**config.mk**
```make
export PLATFORM = sky130hd
export DESIGN_NAME = rv_instr_encoder
export DESIGN_NICKNAME = d
export VERILOG_FILES = /design/src/rtl/rv_isa_pkg.sv /design/src/rtl/rv_instr_pack.sv /design/src/rtl/rv_instr_encoder.sv
export SDC_FILE = /design/constraint.sdc
export NUM_CORES = 1
export LEC_CHECK = 0
export ABC_AREA = 1
export CAP_MARGIN = 10
export CORE_MARGIN = 10
export CORE_UTILIZATION = 50
export DETAILED_ROUTE_END_ITERATION = 6
export GPL_ROUTABILITY_DRIVEN = 0
export PLACE_DENSITY = 0.8
export SLEW_MARGIN = 20
export SYNTH_ARGS = -nofsm -noshare
export SYNTH_HDL_FRONTEND = slang
export SYNTH_SLANG_ARGS = --single-unit
```
**constraint.sdc**
```tcl
create_clock -name clk -period 5.2 [get_ports clk]
set_input_delay 1.04 -clock clk [delete_from_list [all_inputs] [get_ports clk]]
set_output_delay 1.04 -clock clk [all_outputs]
set_load 0.01 [all_outputs]
```
**src/rtl/rv_isa_pkg.sv**
```systemverilog
// RV32I encoding constants, descriptor kinds and field packing helpers
// shared by the instruction encoder and its format packer.
package rv_isa_pkg;
    localparam logic [6:0] OPC_OP     = 7'b0110011;
    localparam logic [6:0] OPC_OP_IMM = 7'b0010011;
    localparam logic [6:0] OPC_LOAD   = 7'b0000011;
    localparam logic [6:0] OPC_STORE  = 7'b0100011;
    localparam logic [6:0] OPC_BRANCH = 7'b1100011;
    localparam logic [6:0] OPC_JAL    = 7'b1101111;
    localparam logic [6:0] OPC_JALR   = 7'b1100111;
    localparam logic [6:0] OPC_LUI    = 7'b0110111;
    localparam logic [6:0] OPC_AUIPC  = 7'b0010111;

    localparam logic [6:0]  F7_ALT = 7'b0100000;
    localparam logic [31:0] NOP    = 32'h00000013;

    typedef enum logic [3:0] {
        K_R      = 4'd0,
        K_I_ALU  = 4'd1,
        K_LOAD   = 4'd2,
        K_STORE  = 4'd3,
        K_BRANCH = 4'd4,
        K_JAL    = 4'd5,
        K_JALR   = 4'd6,
        K_LUI    = 4'd7,
        K_AUIPC  = 4'd8,
        K_LI     = 4'd9
    } kind_e;

    typedef enum logic {S_IDLE = 1'b0, S_LI_LO = 1'b1} li_state_e;

    function automatic logic [31:0] enc_i(input logic [6:0] opc, input logic [4:0] rd,
                                          input logic [2:0] f3, input logic [4:0] rs1,
                                          input logic [11:0] imm);
        return {imm, rs1, f3, rd, opc};
    endfunction

    function automatic logic [31:0] enc_u(input logic [6:0] opc, input logic [4:0] rd,
                                          input logic [19:0] imm);
        return {imm, rd, opc};
    endfunction
endpackage

```
**src/rtl/rv_instr_pack.sv**
```systemverilog
// Combinational RV32I format packer with legality checks.
// LI is expanded by the caller; here it is always legal and packs to zero.
module rv_instr_pack
    import rv_isa_pkg::*;
(
    input  logic [3:0]  kind,
    input  logic [2:0]  funct3,
    input  logic        alt,
    input  logic [4:0]  rd,
    input  logic [4:0]  rs1,
    input  logic [4:0]  rs2,
    input  logic [31:0] imm,
    output logic [31:0] word,
    output logic        err
);
    logic fits12, fits13, fits21, is_shift;
    logic [6:0] f7;

    // a signed value fits N bits when all bits above N-1 equal the sign bit
    assign fits12   = (imm[31:11] == '0) || (imm[31:11] == '1);
    assign fits13   = (imm[31:12] == '0) || (imm[31:12] == '1);
    assign fits21   = (imm[31:20] == '0) || (imm[31:20] == '1);
    assign is_shift = (funct3 == 3'b001) || (funct3 == 3'b101);
    assign f7       = alt ? F7_ALT : 7'b0;

    always_comb begin
        word = '0;
        err  = 1'b0;
        case (kind)
            K_R: begin
                word = {f7, rs2, rs1, funct3, rd, OPC_OP};
                err  = alt && (funct3 != 3'b000) && (funct3 != 3'b101);
            end
            K_I_ALU: begin
                if (is_shift) begin
                    word = enc_i(OPC_OP_IMM, rd, funct3, rs1, {f7, imm[4:0]});
                    err  = (imm[31:5] != '0);
                end else begin
                    word = enc_i(OPC_OP_IMM, rd, funct3, rs1, imm[11:0]);
                    err  = !fits12;
                end
                if (alt && funct3 != 3'b101) err = 1'b1;
            end
            K_LOAD: begin
                word = enc_i(OPC_LOAD, rd, funct3, rs1, imm[11:0]);
                err  = (funct3 == 3'b011) || (funct3 == 3'b110) || (funct3 == 3'b111) || !fits12;
            end
            K_STORE: begin
                word = {imm[11:5], rs2, rs1, funct3, imm[4:0], OPC_STORE};
                err  = (funct3 > 3'b010) || !fits12;
            end
            K_BRANCH: begin
                word = {imm[12], imm[10:5], rs2, rs1, funct3, imm[4:1], imm[11], OPC_BRANCH};
                err  = (funct3 == 3'b010) || (funct3 == 3'b011) || imm[0] || !fits13;
            end
            K_JAL: begin
                word = {imm[20], imm[10:1], imm[11], imm[19:12], rd, OPC_JAL};
                err  = imm[0] || !fits21;
            end
            K_JALR: begin
                word = enc_i(OPC_JALR, rd, 3'b000, rs1, imm[11:0]);
                err  = (funct3 != 3'b000) || !fits12;
            end
            K_LUI: begin
                word = enc_u(OPC_LUI, rd, imm[19:0]);
                err  = (imm[31:20] != '0);
            end
            K_AUIPC: begin
                word = enc_u(OPC_AUIPC, rd, imm[19:0]);
                err  = (imm[31:20] != '0);
            end
            K_LI:    err = 1'b0;
            default: err = 1'b1;
        endcase
    end
endmodule

```
**src/rtl/rv_instr_encoder.sv**
```systemverilog
// Streaming RV32I encoder: valid/ready descriptor in, one registered word out,
// LI expanded to LUI+ADDI. Define INSTR_ENC_STATS_EN for word/error counters.
module rv_instr_encoder
    import rv_isa_pkg::*;
#(
    parameter logic [31:0] NOP_WORD = NOP
`ifdef INSTR_ENC_STATS_EN
    , parameter int STAT_W = 32
`endif
) (
    input  logic        clk,
    input  logic        rst_n,
    input  logic        in_valid,
    output logic        in_ready,
    input  logic [3:0]  in_kind,
    input  logic [2:0]  in_funct3,
    input  logic        in_alt,
    input  logic [4:0]  in_rd,
    input  logic [4:0]  in_rs1,
    input  logic [4:0]  in_rs2,
    input  logic [31:0] in_imm,
    output logic        out_valid,
    input  logic        out_ready,
    output logic [31:0] out_instr,
    output logic        out_err,
    output logic        out_last
`ifdef INSTR_ENC_STATS_EN
    ,
    output logic [STAT_W-1:0] stat_words,
    output logic [15:0]       stat_errs
`endif
);
    li_state_e   state, state_nxt;
    logic [4:0]  pend_rd;
    logic [11:0] pend_lo;
    logic [31:0] pk_word, nxt_instr, li_sum;
    logic        pk_err, nxt_err, nxt_last, load;
    logic        can_load, accept, li_fits, li_split;

    rv_instr_pack u_pack (
        .kind   (in_kind),
        .funct3 (in_funct3),
        .alt    (in_alt),
        .rd     (in_rd),
        .rs1    (in_rs1),
        .rs2    (in_rs2),
        .imm    (in_imm),
        .word   (pk_word),
        .err    (pk_err)
    );

    assign can_load = !out_valid || out_ready;
    assign accept   = in_valid && in_ready;
    // +0x800 rounds the upper part so the sign-extended ADDI lands exactly
    assign li_sum   = in_imm + 32'h0000_0800;
    assign li_fits  = (in_imm[31:11] == '0) || (in_imm[31:11] == '1);
    assign li_split = (in_kind == K_LI) && !li_fits && (in_imm[11:0] != 12'h0);

    always_ff @(posedge clk or negedge rst_n) begin
        if (!rst_n) state <= S_IDLE;
        else        state <= state_nxt;
    end

    always_comb begin
        state_nxt = state;
        case (state)
            S_IDLE:  if (accept && li_split) state_nxt = S_LI_LO;
            S_LI_LO: if (can_load) state_nxt = S_IDLE;
            default: state_nxt = S_IDLE;
        endcase
    end

    always_comb begin
        in_ready  = can_load && (state == S_IDLE);
        load      = (state == S_LI_LO) || accept;
        nxt_instr = pk_word;
        nxt_err   = 1'b0;
        nxt_last  = 1'b1;
        if (state == S_LI_LO) begin
            nxt_instr = enc_i(OPC_OP_IMM, pend_rd, 3'b000, pend_rd, pend_lo);
        end else if (pk_err) begin
            nxt_instr = NOP_WORD;
            nxt_err   = 1'b1;
        end else if (in_kind == K_LI) begin
            if (li_fits) begin
                nxt_instr = enc_i(OPC_OP_IMM, in_rd, 3'b000, 5'd0, in_imm[11:0]);
            end else begin
                nxt_instr = enc_u(OPC_LUI, in_rd, li_sum[31:12]);
                nxt_last  = (in_imm[11:0] == 12'h0);
            end
        end
    end

    always_ff @(posedge clk or negedge rst_n) begin
        if (!rst_n) begin
            out_valid <= 1'b0;
            out_instr <= '0;
            out_err   <= 1'b0;
            out_last  <= 1'b0;
            pend_rd   <= '0;
            pend_lo   <= '0;
        end else begin
            if (can_load) begin
                out_valid <= load;
                if (load) begin
                    out_instr <= nxt_instr;
                    out_err   <= nxt_err;
                    out_last  <= nxt_last;
                end
            end
            if (accept && li_split) begin
                pend_rd <= in_rd;
                pend_lo <= in_imm[11:0];
            end
        end
    end

`ifdef INSTR_ENC_STATS_EN
    always_ff @(posedge clk or negedge rst_n) begin
        if (!rst_n) begin
            stat_words <= '0;
            stat_errs  <= '0;
        end else if (out_valid && out_ready) begin
            stat_words <= stat_words + STAT_W'(1);
            if (out_err && stat_errs != 16'hFFFF) stat_errs <= stat_errs + 16'd1;
        end
    end
`endif
endmodule

```
; Yosys cells after proc, flatten, opt, wreduce, memory -nomap -nowiden
; Cells that the tools add are included.
[totals]
regBits = 53
wordCells = 86
output_inout_bits = 36
in_bits = 59
[op_classes]
magnitude_cmp = 1
bitwise = 1
muxes = 19
n_eq_ne = 19
n_addsub = 1
reduce_logical = 38
[op_table]
columns = op, count
row1 = 32-bit one-hot mux with 9 select lines, 1
row2 = 32-bit two-way mux, 5
row3 = 32-bit by 12-bit adder with 32-bit output (second input constant), 1
row4 = 27-bit nonzero test, 1
row5 = 12-bit zero test, 2
row6 = 12-bit nonzero test, 2
row7 = 21-bit == test (second input constant), 1
row8 = 21-bit zero test, 1
row9 = 20-bit == test (second input constant), 1
row10 = 20-bit zero test, 1
row11 = 4-bit by 3-bit == test with 1-bit output (second input constant), 4
row12 = 1-bit logical OR, 15
row13 = 12-bit == test (second input constant), 1
row14 = 1-bit two-way mux, 10
row15 = 3-bit == test (second input constant), 3
row16 = 1-bit one-hot mux with 9 select lines, 1
row17 = 4-bit by 2-bit == test with 1-bit output (second input constant), 2
row18 = 4-bit == test (second input constant), 2
row19 = 1-bit logical AND, 8
row20 = 3-bit by 2-bit == test with 1-bit output (second input constant), 2
row21 = 6-bit two-way mux, 1
row22 = 4-bit by 1-bit == test with 1-bit output (second input constant), 1
row23 = 1-bit zero test, 4
row24 = 4-bit zero test, 1
row25 = 8 further kinds, 8

; Depth between registers and ports, before layout
[depth]
depth_word = 8
mapped_depth = 14
depth_no_buf = 14

; Hierarchy
; From an unflattened synthesis, not the netlist that was laid out.
[hier_totals]
cells_unflattened = 709
area_unflattened_um2 = 4667.0
[by_module_without_submodules]
columns = mod, area_each_um2, cells_each, n_inst
row1 = rv_instr_encoder, 3462.1, 475, 1
row2 = rv_instr_pack, 1204.9, 234, 1

; Worst setup path after synthesis
; No wires, ideal clock.
[synth_timing]
path_type = input to register
startpoint = input in_imm[11]
endpoint = register out_instr[25]
path_slack_ns = 2.676
path_buffers = 1
cell_stages = 11
arrival_time_ns = 2.451
t_required_ns = 5.127
cell_sequence = inv_1 > ha_1 > nand2_1 > nor2_1 > nand3_1 > o21ai_0 > nand3_2 > nor2_8 > buf_6 > nand3_1 > a21oi_2
[synth_via]
elab_chain_cells = 8
[synth_rtl]
columns = element, line_no
row1 = "start, declared", rv_instr_encoder.sv:21  ; input logic [31:0] in_imm,
row2 = "parallel branches: the longest is 6 deep, another holds 32-bit by 12-bit adder with 32-bit output", -
row3 = 32-bit two-way mux *, rv_instr_encoder.sv:81  ; end else if (pk_err) begin
row4 = 32-bit two-way mux *, rv_instr_encoder.sv:79  ; if (state == S_LI_LO) begin
row5 = "end signal, assigned", rv_instr_encoder.sv:106  ; out_instr <= nxt_instr;
row6 = "end, declared", rv_instr_encoder.sv:24  ; output logic [31:0] out_instr,
; Mark *: on every way between the ends.
; A chain may end at the register's enable or synchronous reset.

; Worst setup path after layout
[layout_timing]
startpoint = input in_kind[1]
endpoint = register pend_lo[5]
[layout_via]
elab_chain_cells = 4
[layout_rtl]
columns = element, line_no
row1 = "start, declared", rv_instr_encoder.sv:15  ; input logic [3:0] in_kind,
row2 = 4-bit == test, rv_instr_encoder.sv:57  ; assign li_split = (in_kind == K_LI) && !li_fits && (in_imm[11:0] != 12'h0);
row3 = 1-bit logical AND (2 in a row), rv_instr_encoder.sv:57
row4 = 1-bit logical AND, rv_instr_encoder.sv:111  ; if (accept && li_split) begin
row5 = "end signal, assigned", rv_instr_encoder.sv:113  ; pend_lo <= in_imm[11:0];
row6 = "end, declared", rv_instr_encoder.sv:35  ; logic [11:0] pend_lo;
; Every way passes these cells.

==> metrics.txt <==
Max-slew headroom approximately 46%; I/O pins 95; cell leakage power between 2 and 2.5 nW; Die Width roughly 110 um; Antenna Nets Post-Route 0; CTS tree yes; CP required between 5 and 6 ns; CTS HTree Levels 2; run status finished clean; Cell Chain, Critical Path clkdlybuf4s50_1 -> inv_1 -> nand2_1 -> inv_1 -> nand2_1 -> inv_1 -> nand3_1 -> nor2_1 -> nand2_1 -> buf_4 -> inv_1 -> nand2_1 -> nand2_1; hold crit path type reg2reg; DR vias around 5000; CTS max path bufs 2; cell taking the most area after synthesis dfrtp_1; Avg Vias per Cell ~5.8; Max-Cap Viols 0; post_cts resized 0; register area share after synthesis 31.59%; Yosys top cell area share roughly a third; WP data arrival approximately 4 ns; Synth Register Bits 52; # Post-CTS Setup Buffers 0; slowest CP cell clkdlybuf4s50_1; top-count cell post-synth nand2_1; nets about 810; Detailed Route WL 14890 um; WHS 0.4909 ns; top cells by count, synth nand2_1, nor2_1, a21oi_1, inv_1, dfrtp_1; RSZ-0062 raised after global routing no; Die Y roughly 110 um; # setup viols final 0; CP Buf/Inv Count 6; Post-synth EDFFs 0; CP endpoint kind register; number of global-route vias before repair around 4800; CTS Hold Bufs 0; Hold Vio Cnt, Final 0; Core ar. ~8100 um^2; DP HPWL between 10000 and 15000 um; first-pass GRT wire length between 20000 and 25000 um; Sum Neg Setup Slack 0 ns; Clock Latency Late Sink 0.32 ns; Power Total 1.217 mW; Max stage delay on crit path approximately 0.60 ns; post-synthesis async set-or-reset flop share between 90% and 100%; crit start category input pin; Post-Synthesis Cells approximately 660; TritonCTS Buffers 5; DRC 0; total track usage between 20% and 30%; FP Rows 33; Root Buffer clkbuf_8; starting density of the core roughly 50%; ys flop type dfrtp_1; Worst Skew around 0.011 ns; critical path fanouts, max 20; largest net degree at the start of global routing between 50 and 60; remaining global-route overflow 0; initial antenna violation count 0; DRT Pass-1 Iters 6; top cells by area in the synthesized netlist dfrtp_1, nand2_1, nor2_1; Die ar. 12270 um^2; Sink Count between 50 and 60; count of pins over their slew limit 0; Port Buf Inserts 94; 1st-iter DRT viols approximately 600; period utilisation layout 72.77%; crit-path most repeated cell nand2_1; share of cells above drive strength 1 4.295%; Worst Tran Pin Value 0.8070 ns; Syn Area/Cell between 6 and 7 um^2; CTS clk-pin slew, worst paths 0.10 ns; antenna cells 0; CP delay by family, top simple AND/OR/NAND/NOR gates; crit path kind in2reg; Mapped Area between 4000 and 5000 um^2; Area growth syn-to-layout 26.25%; Yosys warnings 0; highest clock rate 0.2643 GHz; distinct cell type count of the synthesized netlist 36; Synthesized Nets 725; Period minus WS final around 3.8 ns; Routed WL per cell about 18 um; VDD IR max between 150 and 200 uV; cell area power density 234.0 nW/um^2
## kinds of logic (layout without fill, tap and decap cells)
| family | count (synthesis) | after routing | share of synthesized area [%] |
|---|---|---|---|
| xor+xnor | 13 | 13 | 2.764 |
| buf+inv | 87 | 168 | 9.022 |
| compound gates | 122 | 122 | 16.07 |
| simple gates | 388 | 388 | 39.95 |
| fa+ha+maj | 2 | 2 | 0.6074 |
| flops | 52 | 52 | 31.59 |
## cell usage in the layout (no fill, tap or decap), drive strengths merged
cell type      instances
buf                    7
o221ai                 1
a22oi                  2
nor3                   4
o211ai                 4
inv                   58
clkdlybuf4s50         93
o31ai                  1
a21oi                 62
nor2                 126
a31oi                  1
o22ai                  5
o21ai                 41
o32ai                  2
bufinv                 1
a221oi                 1
or2                    3
clkbuf                 6
ha                     2
o2111ai                2
clkinv                 3
xnor2                  6
xor2                   7
dfrtp                 52
nand4                  9
nor4                   1
nand3                 56
nand2                189
## path summary, 6_finish.rpt
| kind | from | to | slack, ns | cells past startpoint |
|---|---|---|---|---|
| max | in_kind[1] | pend_lo[5]$_DFFE_PN0P_ | 1.42 | 13 |
| min | out_err$_DFFE_PN0P_ | out_err$_DFFE_PN0P_ | 0.49 | 2 |
| max reg2reg | state$_DFF_PN0_ | out_instr[18]$_DFFE_PN0P_ | 2.13 | 5 |
| min reg2reg | out_err$_DFFE_PN0P_ | out_err$_DFFE_PN0P_ | 0.49 | 2 |
| max in group asynchronous | rst_n | pend_rd[3]$_DFFE_PN0P_ | 3.92 | 2 |
| min in group asynchronous | rst_n | out_instr[27]$_DFFE_PN0P_ | 0.83 | 2 |
## metrics by stage
stage                     area (um^2)  util, %  setup slack [ns]  std cells
after global placement           5089    62.56             1.268        842
after floorplan                  4119        -             2.676        664
after global routing             5200    63.93             1.069        850
after CTS                        5200    63.93             1.535        850
final                            5200    63.93             1.416        850
after detailed placement         5089    62.56             1.218        842
## sequential cells by signal, indices dropped and copies added, names as in the netlist
register and cells:
out_valid 1, pend_lo 12, out_err 1, out_last 1
state 1, pend_rd 5, out_instr 31
## routing by layer
metal  routed length, um  up-vias  track usage [%]
li1                    -     2305                -
met1                5894     2213            29.35
met2                6557      389            35.50
met3                1747       62            6.223
met4                 695        0            11.02
met5                   0        -                0
## power by group
group	leakage, nW	switching [mW]	internal (mW)
sequential	0.644	0.0435	0.474
clock	0.0558	0.143	0.146
combinational	1.70	0.228	0.184
total	2.40	0.414	0.803
## final cells by class
type | instances | area, um^2
Fill cell | 764 | 2934
Multi-Input combinational cell | 525 | 2450
Sequential cell | 52 | 1301
Timing Repair Buffer | 100 | 980.9
Tap cell | 105 | 131.4
Inverter | 60 | 225.2
Clock buffer | 6 | 72.57
Clock inverter | 2 | 38.79
## tightest hold or removal path, delay by kind of cell, from the launching register on
kind | cells | cell delay, ns
AND/OR/NAND/NOR | 2 | 0.11
flip-flops | 1 | 0.36
Power figures use the tool's default switching activity.
